### src/rtl/countdown_round_ctrl_pkg.sv
// Shared types and helpers for the Countdown round sequencer.
// Widths match the Countdown datapath; state encoding is used by the top-level FSM.
package countdown_round_ctrl_pkg;

  localparam int CD_W     = 7;   // Countdown start value width
  localparam int SCORE_W  = 8;   // saturating score width
  localparam int LEVEL_W  = 3;   // level width
  localparam int LIVES_W  = 2;   // lives width
  localparam int STREAK_W = 4;   // win streak / score increment width
  localparam int CALC_W   = 12;  // wide enough that START_FROM - level*STEP cannot wrap

  typedef enum logic [2:0] {
    ST_FLUSH  = 3'd0,
    ST_IDLE   = 3'd1,
    ST_ARM    = 3'd2,
    ST_RUN    = 3'd3,
    ST_RESULT = 3'd4,
    ST_OVER   = 3'd5
  } state_e;

  // Round start value: START_FROM - level*STEP, clamped at MIN_FROM.
  // The subtraction is only taken when it cannot underflow.
  function automatic logic [CD_W-1:0] calc_from(input logic [CALC_W-1:0] start_from,
                                                 input logic [CALC_W-1:0] step,
                                                 input logic [CALC_W-1:0] min_from,
                                                 input logic [LEVEL_W-1:0] lvl);
    logic [CALC_W-1:0] drop;
    logic [CALC_W-1:0] diff;
    drop = CALC_W'(lvl) * step;
    diff = start_from - drop;
    if ((drop + min_from) >= start_from) calc_from = min_from[CD_W-1:0];
    else                                 calc_from = diff[CD_W-1:0];
  endfunction

  // Score addition saturating at the all-ones value.
  function automatic logic [SCORE_W-1:0] sat_add(input logic [SCORE_W-1:0]  a,
                                                 input logic [STREAK_W-1:0] b);
    logic [SCORE_W:0] sum;
    sum = {1'b0, a} + (SCORE_W+1)'(b);
    if (sum[SCORE_W]) sat_add = '1;
    else              sat_add = sum[SCORE_W-1:0];
  endfunction

endpackage

### src/rtl/countdown_round_ctrl_btn_edge.sv
// Rising-edge detector for an already synchronised, debounced button level.
// The previous level is registered; the pulse is high for the one cycle the button goes 0->1.
module countdown_round_ctrl_btn_edge (
  input  logic clk,
  input  logic reset,
  input  logic btn_i,
  output logic rise_o
);

  logic prev_q;

  // Remember the button level from the previous cycle.
  always_ff @(posedge clk) begin
    if (reset) prev_q <= 1'b0;
    else       prev_q <= btn_i;
  end

  assign rise_o = btn_i & ~prev_q;

endmodule

### src/rtl/countdown_round_ctrl.sv
// Round sequencer for the Countdown timer: arms/stops the timer, collects win/lose,
// and tracks level, score and lives across a multi-round game.
// Optional feature macro: STREAK_BONUS_EN (win streak adds a growing bonus to score).
module countdown_round_ctrl
  import countdown_round_ctrl_pkg::*;
#(
  parameter int START_FROM  = 20,
  parameter int STEP        = 2,
  parameter int MIN_FROM    = 5,
  parameter int NUM_LEVELS  = 8,
  parameter int LIVES       = 3,
  parameter int HOLD_CYCLES = 50000000
) (
  input  logic               clk,
  input  logic               reset,
  input  logic               start_btn,
  input  logic               stop_btn,
  input  logic               cd_win,
  input  logic               cd_lose,
  output logic               cd_reset,
  output logic               cd_stop,
  output logic [CD_W-1:0]    cd_from,
  output logic [LEVEL_W-1:0] level,
  output logic [SCORE_W-1:0] score,
  output logic [LIVES_W-1:0] lives,
  output logic               round_active,
  output logic               last_win,
  output logic               game_over
);

  localparam int HOLD_W = $clog2(HOLD_CYCLES + 1);

  logic start_edge, stop_edge;

  countdown_round_ctrl_btn_edge u_start_edge (
    .clk(clk), .reset(reset), .btn_i(start_btn), .rise_o(start_edge)
  );
  countdown_round_ctrl_btn_edge u_stop_edge (
    .clk(clk), .reset(reset), .btn_i(stop_btn), .rise_o(stop_edge)
  );

  state_e             state_q, state_d;
  logic [CD_W-1:0]    cd_from_q, cd_from_d;
  logic [LEVEL_W-1:0] level_q, level_d;
  logic [SCORE_W-1:0] score_q, score_d;
  logic [LIVES_W-1:0] lives_q, lives_d;
  logic [HOLD_W-1:0]  hold_q, hold_d;
  logic               stopped_q, stopped_d;
  logic               cd_reset_q, cd_reset_d;
  logic               cd_stop_q, cd_stop_d;
  logic               last_win_q, last_win_d;
  logic               round_active_q, round_active_d;
  logic               game_over_q, game_over_d;
`ifdef STREAK_BONUS_EN
  logic [STREAK_W-1:0] streak_q, streak_d;
`endif

  // Next-state and next-output logic; pulse outputs default low every cycle.
  always_comb begin
    state_d    = state_q;
    cd_from_d  = cd_from_q;
    level_d    = level_q;
    score_d    = score_q;
    lives_d    = lives_q;
    hold_d     = hold_q;
    stopped_d  = stopped_q;
    last_win_d = last_win_q;
    cd_reset_d = 1'b0;
    cd_stop_d  = 1'b0;
`ifdef STREAK_BONUS_EN
    streak_d   = streak_q;
`endif
    case (state_q)
      // Freeze any Countdown left running across a reset.
      ST_FLUSH: begin
        cd_stop_d = 1'b1;
        state_d   = ST_IDLE;
      end
      ST_IDLE, ST_OVER: begin
        if (start_edge) begin
          score_d   = '0;
          level_d   = '0;
          lives_d   = LIVES_W'(LIVES);
          cd_from_d = CD_W'(START_FROM);
          stopped_d = 1'b0;
`ifdef STREAK_BONUS_EN
          streak_d  = '0;
`endif
          // cd_reset is raised while in ARM so Countdown clears before RUN samples flags.
          cd_reset_d = 1'b1;
          state_d    = ST_ARM;
        end
      end
      ST_ARM: begin
        state_d = ST_RUN;
      end
      ST_RUN: begin
        // A result in the same cycle as a stop edge takes priority and swallows the stop.
        if (cd_win || cd_lose) begin
          hold_d  = '0;
          state_d = ST_RESULT;
          if (cd_win && !cd_lose) begin
            last_win_d = 1'b1;
            if (level_q < LEVEL_W'(NUM_LEVELS - 1)) level_d = level_q + 1'b1;
`ifdef STREAK_BONUS_EN
            if (streak_q != '1) streak_d = streak_q + 1'b1;
            score_d = sat_add(score_q, streak_d);
`else
            score_d = sat_add(score_q, STREAK_W'(1));
`endif
          end else begin
            last_win_d = 1'b0;
            if (lives_q != '0) lives_d = lives_q - 1'b1;
`ifdef STREAK_BONUS_EN
            streak_d = '0;
`endif
          end
          cd_from_d = calc_from(CALC_W'(START_FROM), CALC_W'(STEP), CALC_W'(MIN_FROM), level_d);
        end else if (stop_edge && !stopped_q) begin
          cd_stop_d = 1'b1;
          stopped_d = 1'b1;
        end
      end
      ST_RESULT: begin
        if (hold_q == HOLD_W'(HOLD_CYCLES - 1)) begin
          if (lives_q == '0) begin
            state_d = ST_OVER;
          end else begin
            stopped_d  = 1'b0;
            cd_reset_d = 1'b1;
            state_d    = ST_ARM;
          end
        end else begin
          hold_d = hold_q + 1'b1;
        end
      end
      default: state_d = ST_FLUSH;
    endcase
    round_active_d = (state_d == ST_RUN);
    game_over_d    = (state_d == ST_OVER);
  end

  // State and registered outputs.
  always_ff @(posedge clk) begin
    if (reset) begin
      state_q        <= ST_FLUSH;
      cd_from_q      <= CD_W'(START_FROM);
      level_q        <= '0;
      score_q        <= '0;
      lives_q        <= LIVES_W'(LIVES);
      hold_q         <= '0;
      stopped_q      <= 1'b0;
      cd_reset_q     <= 1'b0;
      cd_stop_q      <= 1'b0;
      last_win_q     <= 1'b0;
      round_active_q <= 1'b0;
      game_over_q    <= 1'b0;
`ifdef STREAK_BONUS_EN
      streak_q       <= '0;
`endif
    end else begin
      state_q        <= state_d;
      cd_from_q      <= cd_from_d;
      level_q        <= level_d;
      score_q        <= score_d;
      lives_q        <= lives_d;
      hold_q         <= hold_d;
      stopped_q      <= stopped_d;
      cd_reset_q     <= cd_reset_d;
      cd_stop_q      <= cd_stop_d;
      last_win_q     <= last_win_d;
      round_active_q <= round_active_d;
      game_over_q    <= game_over_d;
`ifdef STREAK_BONUS_EN
      streak_q       <= streak_d;
`endif
    end
  end

  assign cd_reset     = cd_reset_q;
  assign cd_stop      = cd_stop_q;
  assign cd_from      = cd_from_q;
  assign level        = level_q;
  assign score        = score_q;
  assign lives        = lives_q;
  assign round_active = round_active_q;
  assign last_win     = last_win_q;
  assign game_over    = game_over_q;

endmodule

### config.mk
export PLATFORM = sky130hd
export DESIGN_NAME = countdown_round_ctrl
export DESIGN_NICKNAME = d
export VERILOG_FILES = /design/src/rtl/countdown_round_ctrl_pkg.sv /design/src/rtl/countdown_round_ctrl_btn_edge.sv /design/src/rtl/countdown_round_ctrl.sv
export SDC_FILE = /design/constraint.sdc
export NUM_CORES = 1
export LEC_CHECK = 0
export BUFFER_PORTS_ARGS = -buffer_cell sky130_fd_sc_hd__buf_2
export CAP_MARGIN = 20
export CORE_MARGIN = 1
export CORE_UTILIZATION = 35
export DETAILED_ROUTE_END_ITERATION = 8
export PLACE_DENSITY_LB_ADDON = 0.2
export SKIP_LAST_GASP = 1
export SYNTH_ARGS = -nofsm -noshare
export SYNTH_HDL_FRONTEND = slang
export SYNTH_HIERARCHICAL = 1
export SYNTH_SLANG_ARGS = --single-unit
### constraint.sdc
create_clock -name clk -period 3.45 [get_ports clk]
set_clock_uncertainty 0.05 [all_clocks]
set_input_delay 1.035 -clock clk [delete_from_list [all_inputs] [get_ports clk]]
set_output_delay 1.035 -clock clk [all_outputs]
set_load 0.005 [all_outputs]
==> results by group, run 1 <==
Run status
  • Outcome: complete, no violations

Critical path
  • Crit Path Class: primary input to flip-flop
  • CP max stage cell: a221oi_1
  • WP data arrival: 2970 ps
  • Worst R2R Start: level[0]
  • CP required: 3600 ps
  • Crit end category: flip-flop
  • Max incr delay on CP: 420 ps
  • Reg2Reg Setup Slack: 1110 ps
  • Max FO, Critical Path: 5
  • Capture point of the worst reg-to-reg path: cd_from[2]
  • Reg2Reg Depth: 7
  • CP startpoint kind: primary input
  • Cell Chain, Critical Path: buf_2, nor2b_1, nand2_1, mux2_2, ha_1, a221oi_1, a21oi_1, or2_2

STA
  • Slew Limit Fails: 0
  • Worst slew margin: 0.5891
  • Part of the cycle the worst path needs: 0.8187
  • Final min period: 2824 ps
  • Fin Setup TNS: 0 ps
  • Worst-Margin Slew: 614.1 ps
  • Fmax: 354.1 MHz
  • Setup-failing EPs final: 0
  • RSZ-0062 raised after global routing: false
  • Hold Vio Cnt, Final: 0

Logic synthesis
  • Synthesized area: 0.002850 sq mm
  • Post-synth cell types: 58
  • Yosys top cell area share: 0.3863
  • Post-Syn Instances: 338
  • Main flop type after synthesis: dfxtp_1
  • Most used standard cell by instance count after synthesis: dfxtp_1
  • Mean Syn Cell Area: 8.433 sq um
  • Flops & latches, synth: 55
  • Post-synthesis sequential area ratio: 0.3863
  • Async S/R FF share, synth: 0
  • Most area-consuming cells after synthesis: dfxtp_1, nor2_1, a21oi_1
  • YS warnings: 6
  • Synth cell count leaders: dfxtp_1, nor2_1, nand2_1
  • Area leader, netlist: dfxtp_1
  • Post-synth EDFFs: 0

Floorplan
  • Horiz. Die Dim: 92.24 microns
  • Io pins: 31
  • Initial core utilization: 0.3651
  • Core Area: 0.007807 sq mm
  • Die Ht: 92.24 microns
  • Die ar.: 0.008508 sq mm
  • Std-Cell Rows: 32

Drt
  • Violation count after the first detailed-route iteration: 105
  • Drt first pass iters: 4
  • Vias/cell: 5.293
  • DRC viols: 0
  • Routed WL per cell: 13.42 microns
  • Antenna-violating nets left: 0
  • Vias: 2,493
  • Post-Route WL: 6321 microns

Global routing
  • Global-route wire length before repair: 10,870 microns
  • Largest net degree at the start of global routing: 30
  • Vias in the first global route: 2,295
  • Grt total ovfl: 0
  • Total GRT Usage: 0.1588
  • Antenna violations before repair: 0

Hold path
  • Hold path startpoint: cd_from[0]
  • Worst Hold Class: flip-flop to flip-flop
  • Hold Path Stages: 2
  • Min-Delay Endpoint: cd_from[0]

Cells and area
  • Nets@finish: 385
  • N_diodes: 0
  • Layout cells sized above 1: 0.1653
  • Reg area: 0.001101 sq mm
  • FILL cells: 815
  • Area Growth Syn to Fin: 12.03%
  • Multi-input logic area: 0.001677 sq mm
  • Util after Layout: 0.4090

Clock tree
  • CTS Root Buffer Type: clkbuf_8
  • Worst-case clock buffer depth: 2
  • H-tree depth: 2
  • CTS resizes: 0
  • CTS Buf Count: 5
  • Setup Fix Bufs, Post-CTS: 0
  • CTS Sinks: 55
  • Worst-path clk slew: 90 ps
  • CTS Hold Buffers Added: 0
  • Worst-Skew Late Latency: 310 ps
  • CTS tree: done

Run
  • MaxCap Viol Count: 0

Placed design
  • DPL Wire Length: 4597 microns
  • Placer Congestion: 0.8969
  • Port-buffer cells: 28

Power and ir drop
  • Pleak: 0.001189 uW
  • PwrDens: 332.2 mW/mm^2
  • VDD IR max: 0.0001839 V
-- layer usage --
metal / GRT usage / vias to the layer above / wire, microns
li1: - / 1277 / -
met1: 0.2255 / 1160 / 3251
met2: 0.2400 / 48 / 2737
met3: 0.02819 / 8 / 230
met4: 0.05469 / 0 / 102
met5: 0 / - / 0
-- cell type report --
type                       count  area share
clock buffer                   6     0.02273
inverter                       8    0.009404
multi-input combinational    266      0.5251
sequential                    55      0.3448
tap                          102     0.03997
timing repair buffer          34     0.05799
-- worst max-delay path by stage --
stage	from	cells after the start	slack, ps	end
5_1_grt	cd_win	9	410	cd_from[2]
6_report	cd_win	8	630	cd_from[2]
3_5_place_dp	cd_win	8	320	cd_from[2]
2_1_floorplan	cd_win	8	460	cd_from[2]
3_3_place_gp	cd_win	8	350	cd_from[2]
4_1_cts	cd_win	8	630	cd_from[2]
-- sequential cells by signal, indices dropped and copies added (netlist names), 2 cells and up --
signal and cells:
state_q 3, score 8, hold_q 26, cd_from 5, level 3, lives 2
-- power by group --
part           switching [uW]  total (uW)  leakage, uW  internal, uW
clock network             199         335    0.0000371           136
registers                8.45         651     0.000445           643
logic                    46.8        74.6     0.000707          27.8
total                     254        1060      0.00119           807
-- kinds of logic after synthesis --
family	share of synthesized area
flip-flops	0.3863
XOR/XNOR	0.04916
other	0.001316
AO/OA/AOI/OAI	0.1980
buffers and inverters	0.02677
AND/OR/NAND/NOR	0.2950
multiplexers	0.003951
adder cells (fa/ha/maj)	0.03951
-- layout by cell type (no fill, tap or decap), types with 4 or more instances in the layout --
master     n
a21oi_1   28
o21ai_0   13
nand2_1   32
nor2_1    39
o21ai_1    5
buf_4      6
buf_2     28
clkbuf_8   5
or3_1      6
nor2b_1    4
a31oi_1    5
xnor2_1   10
and2_1     6
nor2b_4    4
nand3_1   15
nand2b_1   4
xor2_1     6
dfxtp_1   55
inv_1      8
nor3_1     8
a22oi_1    6
ha_1       9
nand4_1    8
-- through the flow --
stage | cell area (sq um) | cells | setup slack (ps) | hold WS (ps) | power [uW]
4_1_cts | 3193 | 471 | 633.2 | 416.0 | 1080
5_1_grt | 3193 | 471 | 413.3 | 458.0 | 1109
3_3_place_gp | 3120 | 465 | 350.6 | 401.7 | 741.5
3_5_place_dp | 3120 | 465 | 316.3 | 402.6 | 741.2
2_1_floorplan | 2854 | 339 | 458.0 | 402.7 | 717.1
6_report | 3193 | 471 | 625.6 | 411.0 | 1061
-- worst max-delay path, delay by kind of cell --
family | cells | cell delay, ps
AOI/OAI and AO/OA | 2 | 530
muxes | 1 | 320
buffers and inverters | 1 | 130
adders and majority gates | 1 | 320
and+or+nand+nor | 3 | 630
Power figures use the tool's default switching activity.
==> inputs of run 2 (changes only) <==
Clock period 3.45 ns to 2.8 ns, I/O delays scaled along.
==> run 2 against run 1 <==
Combinational power increased by 31%. Cell count up 1.7%. Hold slack gained 0.56 ps. Highest routed layer unchanged. Critical endpoint unchanged.
==> results by group, run 2 (synthesized netlist as in run 1, its figures left out) <==
Hold path
  • Worst Hold Class: flip-flop to flip-flop
  • Hold Path Stages: 2 (unchanged)

Cells and area
  • Util after Layout: 0.4159 (+0.006891)
  • FILL cells: 837 (+2.7%)
  • Area Growth Syn to Fin: 13.92%
  • Layout cells sized above 1: 0.1804 (+0.01506)
  • Max reg flops: 26 (unchanged)
  • Largest Register: hold_q
  • Nets@finish: 391 (+1.6%)
  • Most frequent cells in the layout: dfxtp_1, nor2_1, nand2_1
  • Most common cell after layout, fill and taps aside: dfxtp_1
  • N_diodes: 0 (unchanged)

Placed design
  • DP Worst Slack: -35.99 ps (-352.3 ps)
  • Placer Congestion: 0.7936 (-12%)
  • DPL Wire Length: 4771 microns (+3.8%)
  • Port-buffer cells: 28 (unchanged)

STA
  • Fmax: 393.0 MHz
  • Fin Setup TNS: 0 ps (unchanged)
  • Worst-Margin Slew: 565.4 ps (-48.66 ps)
  • RSZ-0062 raised after global routing: false
  • Hold Vio Cnt, Final: 0 (unchanged)
  • Setup-failing EPs final: 0 (unchanged)
  • Slew Limit Fails: 0 (unchanged)
  • Worst slew margin: 0.6201 (+0.03105)
  • Final worst setup slack: 255.4 ps (-370.2 ps)
  • Hold slack: 411.6 ps (+0.5590 ps)
  • Part of the cycle the worst path needs: 0.9088
  • Final min period: 2545 ps

Clock tree
  • H-tree depth: 2 (unchanged)
  • Worst-Skew Late Latency: 310 ps (about the same)
  • Worst-case clock buffer depth: 2 (unchanged)
  • CTS Hold Buffers Added: 0 (unchanged)
  • CTS tree: done
  • CTS Root Buffer Type: clkbuf_8
  • CTS Buf Count: 5 (unchanged)
  • CTS resizes: 0 (unchanged)
  • Setup Fix Bufs, Post-CTS: 0 (unchanged)
  • Worst-path clk slew: 90 ps (about the same)
  • CTS Sinks: 55 (unchanged)

Global routing
  • Grt total ovfl: 0 (unchanged)
  • Total GRT Usage: 0.1629 (+0.004056)
  • Antenna violations before repair: 0 (unchanged)
  • Largest net degree at the start of global routing: 24 (-20%)
  • Global-route wire length before repair: 11,030 microns (+1.5%)
  • Vias in the first global route: 2,288 (-0.31%)

Drt
  • Routed WL per cell: 13.64 microns (+1.6%)
  • Vias: 2,510 (+0.68%)
  • Vias/cell: 5.240 (-1.0%)
  • Post-Route WL: 6532 microns (+3.3%)
  • DRC viols: 0 (unchanged)
  • Antenna-violating nets left: 0 (unchanged)
  • Violation count after the first detailed-route iteration: 122 (+16%)
  • Drt first pass iters: 4 (unchanged)

Floorplan
  • Horiz. Die Dim: 92.24 microns (unchanged)
  • Die Ht: 92.24 microns (unchanged)
  • Core Area: 0.007807 sq mm (unchanged)
  • Initial core utilization: 0.3651 (unchanged)
  • Io pins: 31 (unchanged)
  • Std-Cell Rows: 32 (unchanged)
  • Die ar.: 0.008508 sq mm (unchanged)

Run
  • MaxCap Viol Count: 0 (unchanged)

Critical path
  • Crit end category: flip-flop
  • Reg2Reg Depth: 7 (unchanged)
  • CP required: 2940 ps (-660 ps)
  • CP startpoint kind: primary input
  • WP data arrival: 2690 ps (-280 ps)
  • Crit Path Class: primary input to flip-flop
  • Max FO, Critical Path: 4 (-1)

Power and ir drop
  • Pleak: 0.001225 uW (+3.0%)
  • Tot Pwr: 1334 uW (+26%)
  • VDD IR max: 0.0001788 V (-2.7%)
  • PwrDens: 411.0 mW/mm^2 (+24%)

Run status
  • Outcome: complete, no violations
[run 2: where the power goes]
| group | switching, uW | leakage (uW) | internal, uW |
|---|---|---|---|
| Combinational | 60.1 | 0.000738 | 37.6 |
| Sequential | 10.3 | 0.000445 | 792 |
| Clock | 258 | 0.0000422 | 177 |
| Total | 328 | 0.00123 | 1010 |
[run 2: worst paths after layout]
check	from	end	slack [ps]
worst max register to register	hold_q[0]	hold_q[23]	450
worst min register to register	cd_from[0]	cd_from[0]	410
worst max-delay path	cd_win	cd_from[2]	260
worst min-delay path	cd_from[0]	cd_from[0]	410
[run 2: worst max-delay path, stage by stage]
cell      delay (ps)
buf_2             90
nor2b_1          300
nand2_1          100
mux2_2           320
ha_1             320
a221oi_1         330
a21oi_1          110
or2_2            270
[run 2: through the flow]
step                std cells  area, sq um
global placement          471         3166
CTS                       479         3247
floorplan                 339         2854
global route              479         3247
detailed placement        471         3166
finish                    479         3247
[run 2: per-layer routing]
| metal | GRT usage | part of all wire | up-vias |
|---|---|---|---|
| li1 | - | - | 1287 |
| met2 | 0.2382 | 0.42 | 44 |
| met3 | 0.02902 | 0.030 | 5 |
| met4 | 0.05078 | 0.010 | 0 |
| met5 | 0 | 0 | - |
| met1 | 0.2399 | 0.54 | 1174 |
[run 2: final cells by class]
cell class / count / area, sq um / area share
clock buffers: 7 / 76.32 / 0.02351
well taps: 102 / 127.6 / 0.03931
clock inverters: 1 / 5.005 / 0.001541
inverters: 8 / 30.03 / 0.009249
multi-input cells: 266 / 1677 / 0.5164
flip-flops and latches: 55 / 1101 / 0.3391
repair buffers: 40 / 230.2 / 0.07091
==> inputs of run 3 (changes only) <==
Settings changed: CORE_UTILIZATION 35 to 58.
==> run 3 against run 2 <==
Setup slack better by 29 ps. Clock-buffer cell count is 1 lower. Power is 13% higher. Via count is 2.5% higher. Clock power is 42% higher. Hold slack better by 2.2 ps. Die area is 39% lower. Cell area is 0.23% higher. Critical endpoint unchanged. Largest cell class unchanged. Largest power group unchanged.
==> results by group, run 3 (synthesized netlist as in run 1, its figures left out) <==
Run status
  • Outcome: complete, no violations

STA
  • Worst slew margin: 0.5802 (-0.03996)
  • Fin Setup TNS: 0 ps (unchanged)
  • Fmax: 397.6 MHz (+1.2%)
  • Final min period: 2515 ps (-29.38 ps)
  • Hold slack: 413.8 ps (+2.207 ps)
  • Part of the cycle the worst path needs: 0.8983 (-0.01049)
  • Slew Limit Fails: 0 (unchanged)
  • Setup-failing EPs final: 0 (unchanged)
  • RSZ-0062 raised after global routing: false
  • Worst-Margin Slew: 624.9 ps (+59.48 ps)
  • Final worst setup slack: 284.8 ps (+29.38 ps)
  • Hold Vio Cnt, Final: 0 (unchanged)

Power and ir drop
  • Combinational share of power: 0.062 (-0.011)
  • Clock power share: 0.407 (+0.081)
  • Part of the power in registers: 0.531 (-0.070)
  • PwrDens: 464.8 mW/mm^2 (+13%)
  • Pleak: 0.001249 uW (+1.9%)
  • Tot Pwr: 1513 uW (+13%)
  • Int Pwr: 1186 uW (+18%)
  • Sw Ratio: 0.2158 (-0.03015)
  • VDD IR max: 0.0002978 V (+67%)
  • Psw: 326.5 uW (-0.55%)

Cells and area
  • Max reg flops: 26 (unchanged)
  • Most common cell after layout, fill and taps aside: dfxtp_1
  • N_diodes: 0 (unchanged)
  • Nets@finish: 391 (unchanged)
  • Most frequent cells in the layout: dfxtp_1, nor2_1, nand2_1
  • Layout cells sized above 1: 0.1830 (+0.002653)
  • Area Growth Syn to Fin: 14.18%
  • Util after Layout: 0.6890 (+0.2731)
  • FILL cells: 423 (-49%)
  • Largest Register: hold_q

Drt
  • Drt first pass iters: 4 (unchanged)
  • Post-Route WL: 6120 microns (-6.3%)
  • Vias: 2,573 (+2.5%)
  • Routed WL per cell: 13.78 microns (+1.1%)
  • Violation count after the first detailed-route iteration: 154 (+26%)
  • DRC viols: 0 (unchanged)
  • Antenna-violating nets left: 0 (unchanged)
  • Vias/cell: 5.795 (+11%)

Placed design
  • Placer Congestion: 0.8432 (+6.2%)
  • DPL Wire Length: 4423 microns (-7.3%)
  • Port-buffer cells: 28 (unchanged)
  • DP Worst Slack: -55.77 ps (-19.77 ps)

Clock tree
  • Worst-path clk slew: 100 ps (about the same)
  • Setup Fix Bufs, Post-CTS: 0 (unchanged)
  • CTS Hold Buffers Added: 0 (unchanged)
  • CTS resizes: 0 (unchanged)
  • CTS Sinks: 55 (unchanged)
  • Worst-Skew Late Latency: 300 ps (about the same)
  • CTS Buf Count: 5 (unchanged)
  • CTS Root Buffer Type: clkbuf_8
  • CTS tree: done
  • H-tree depth: 2 (unchanged)
  • Worst-case clock buffer depth: 2 (unchanged)

Global routing
  • Total GRT Usage: 0.2456 (+0.08276)
  • Vias in the first global route: 2,296 (+0.35%)
  • Largest net degree at the start of global routing: 24 (unchanged)
  • Antenna violations before repair: 0 (unchanged)
  • Global-route wire length before repair: 10,240 microns (-7.2%)
  • Grt total ovfl: 0 (unchanged)

Floorplan
  • Core Area: 0.004723 sq mm (-40%)
  • Die ar.: 0.005198 sq mm (-39%)
  • Horiz. Die Dim: 72.10 microns (-22%)
  • Initial core utilization: 0.6034 (+0.2384)
  • Die Ht: 72.10 microns (-22%)
  • Io pins: 31 (unchanged)
  • Std-Cell Rows: 25 (-22%)

Critical path
  • Worst R2R Start: hold_q[0]
  • Worst Setup SP: cd_win
  • Max FO, Critical Path: 4 (unchanged)
  • CP required: 2950 ps (about the same)
  • Crit Path Class: primary input to flip-flop
  • Crit end category: flip-flop
  • WP data arrival: 2670 ps (-20 ps)
  • CP startpoint kind: primary input

Run
  • MaxCap Viol Count: 0 (unchanged)

Hold path
  • Hold path startpoint: cd_from[0]
  • Worst Hold Class: flip-flop to flip-flop
==> run 3: power groups by stage <==
stage / combinational, uW / sequential, uW / clock [uW]
global placement: 93.2 / 821 / 0
finish: 94.4 / 803 / 615
CTS: 94.3 / 803 / 627
floorplan: 66.9 / 817 / 0
global route: 105 / 805 / 651
detailed placement: 93.9 / 821 / 0
==> run 3: layout make-up <==
| class | count | area, sq um | share of cell area |
|---|---|---|---|
| multi-input cells | 266 | 1677 | 0.5152 |
| inverters | 8 | 30.03 | 0.009227 |
| clock buffers | 6 | 72.57 | 0.02230 |
| repair buffers | 40 | 230.2 | 0.07074 |
| clock inverters | 2 | 60.06 | 0.01845 |
| well taps | 67 | 83.83 | 0.02576 |
| flip-flops and latches | 55 | 1101 | 0.3383 |
==> run 3: metal layers <==
layer | part of all wire | up-vias | global-route usage
met5 | 0 | - | 0
met4 | 0.011 | 0 | 0.06754
met3 | 0.046 | 10 | 0.04028
met2 | 0.47 | 68 | 0.4102
met1 | 0.47 | 1206 | 0.3295
li1 | - | 1289 | -
==> run 3: worst max-delay path: stages <==
cell      delay (ps)
buf_2             90
nor2b_1          270
nand2_1          100
mux2_2           310
ha_1             320
a221oi_1         350
a21oi_1          110
or2_2            270
==> run 3: path summary, 6_finish.rpt <==
check	cells past startpoint	slack [ps]	end
hold / removal	2	410	cd_from[0]
setup / recovery	8	280	cd_from[2]
hold reg to reg	2	410	cd_from[0]
setup reg to reg	7	500	hold_q[25]
==> run 3: per-stage QoR <==
step	instances	area, sq um
floorplan	339	2854
global placement	436	3122
detailed placement	436	3122
CTS	444	3254
global route	444	3254
finish	444	3254
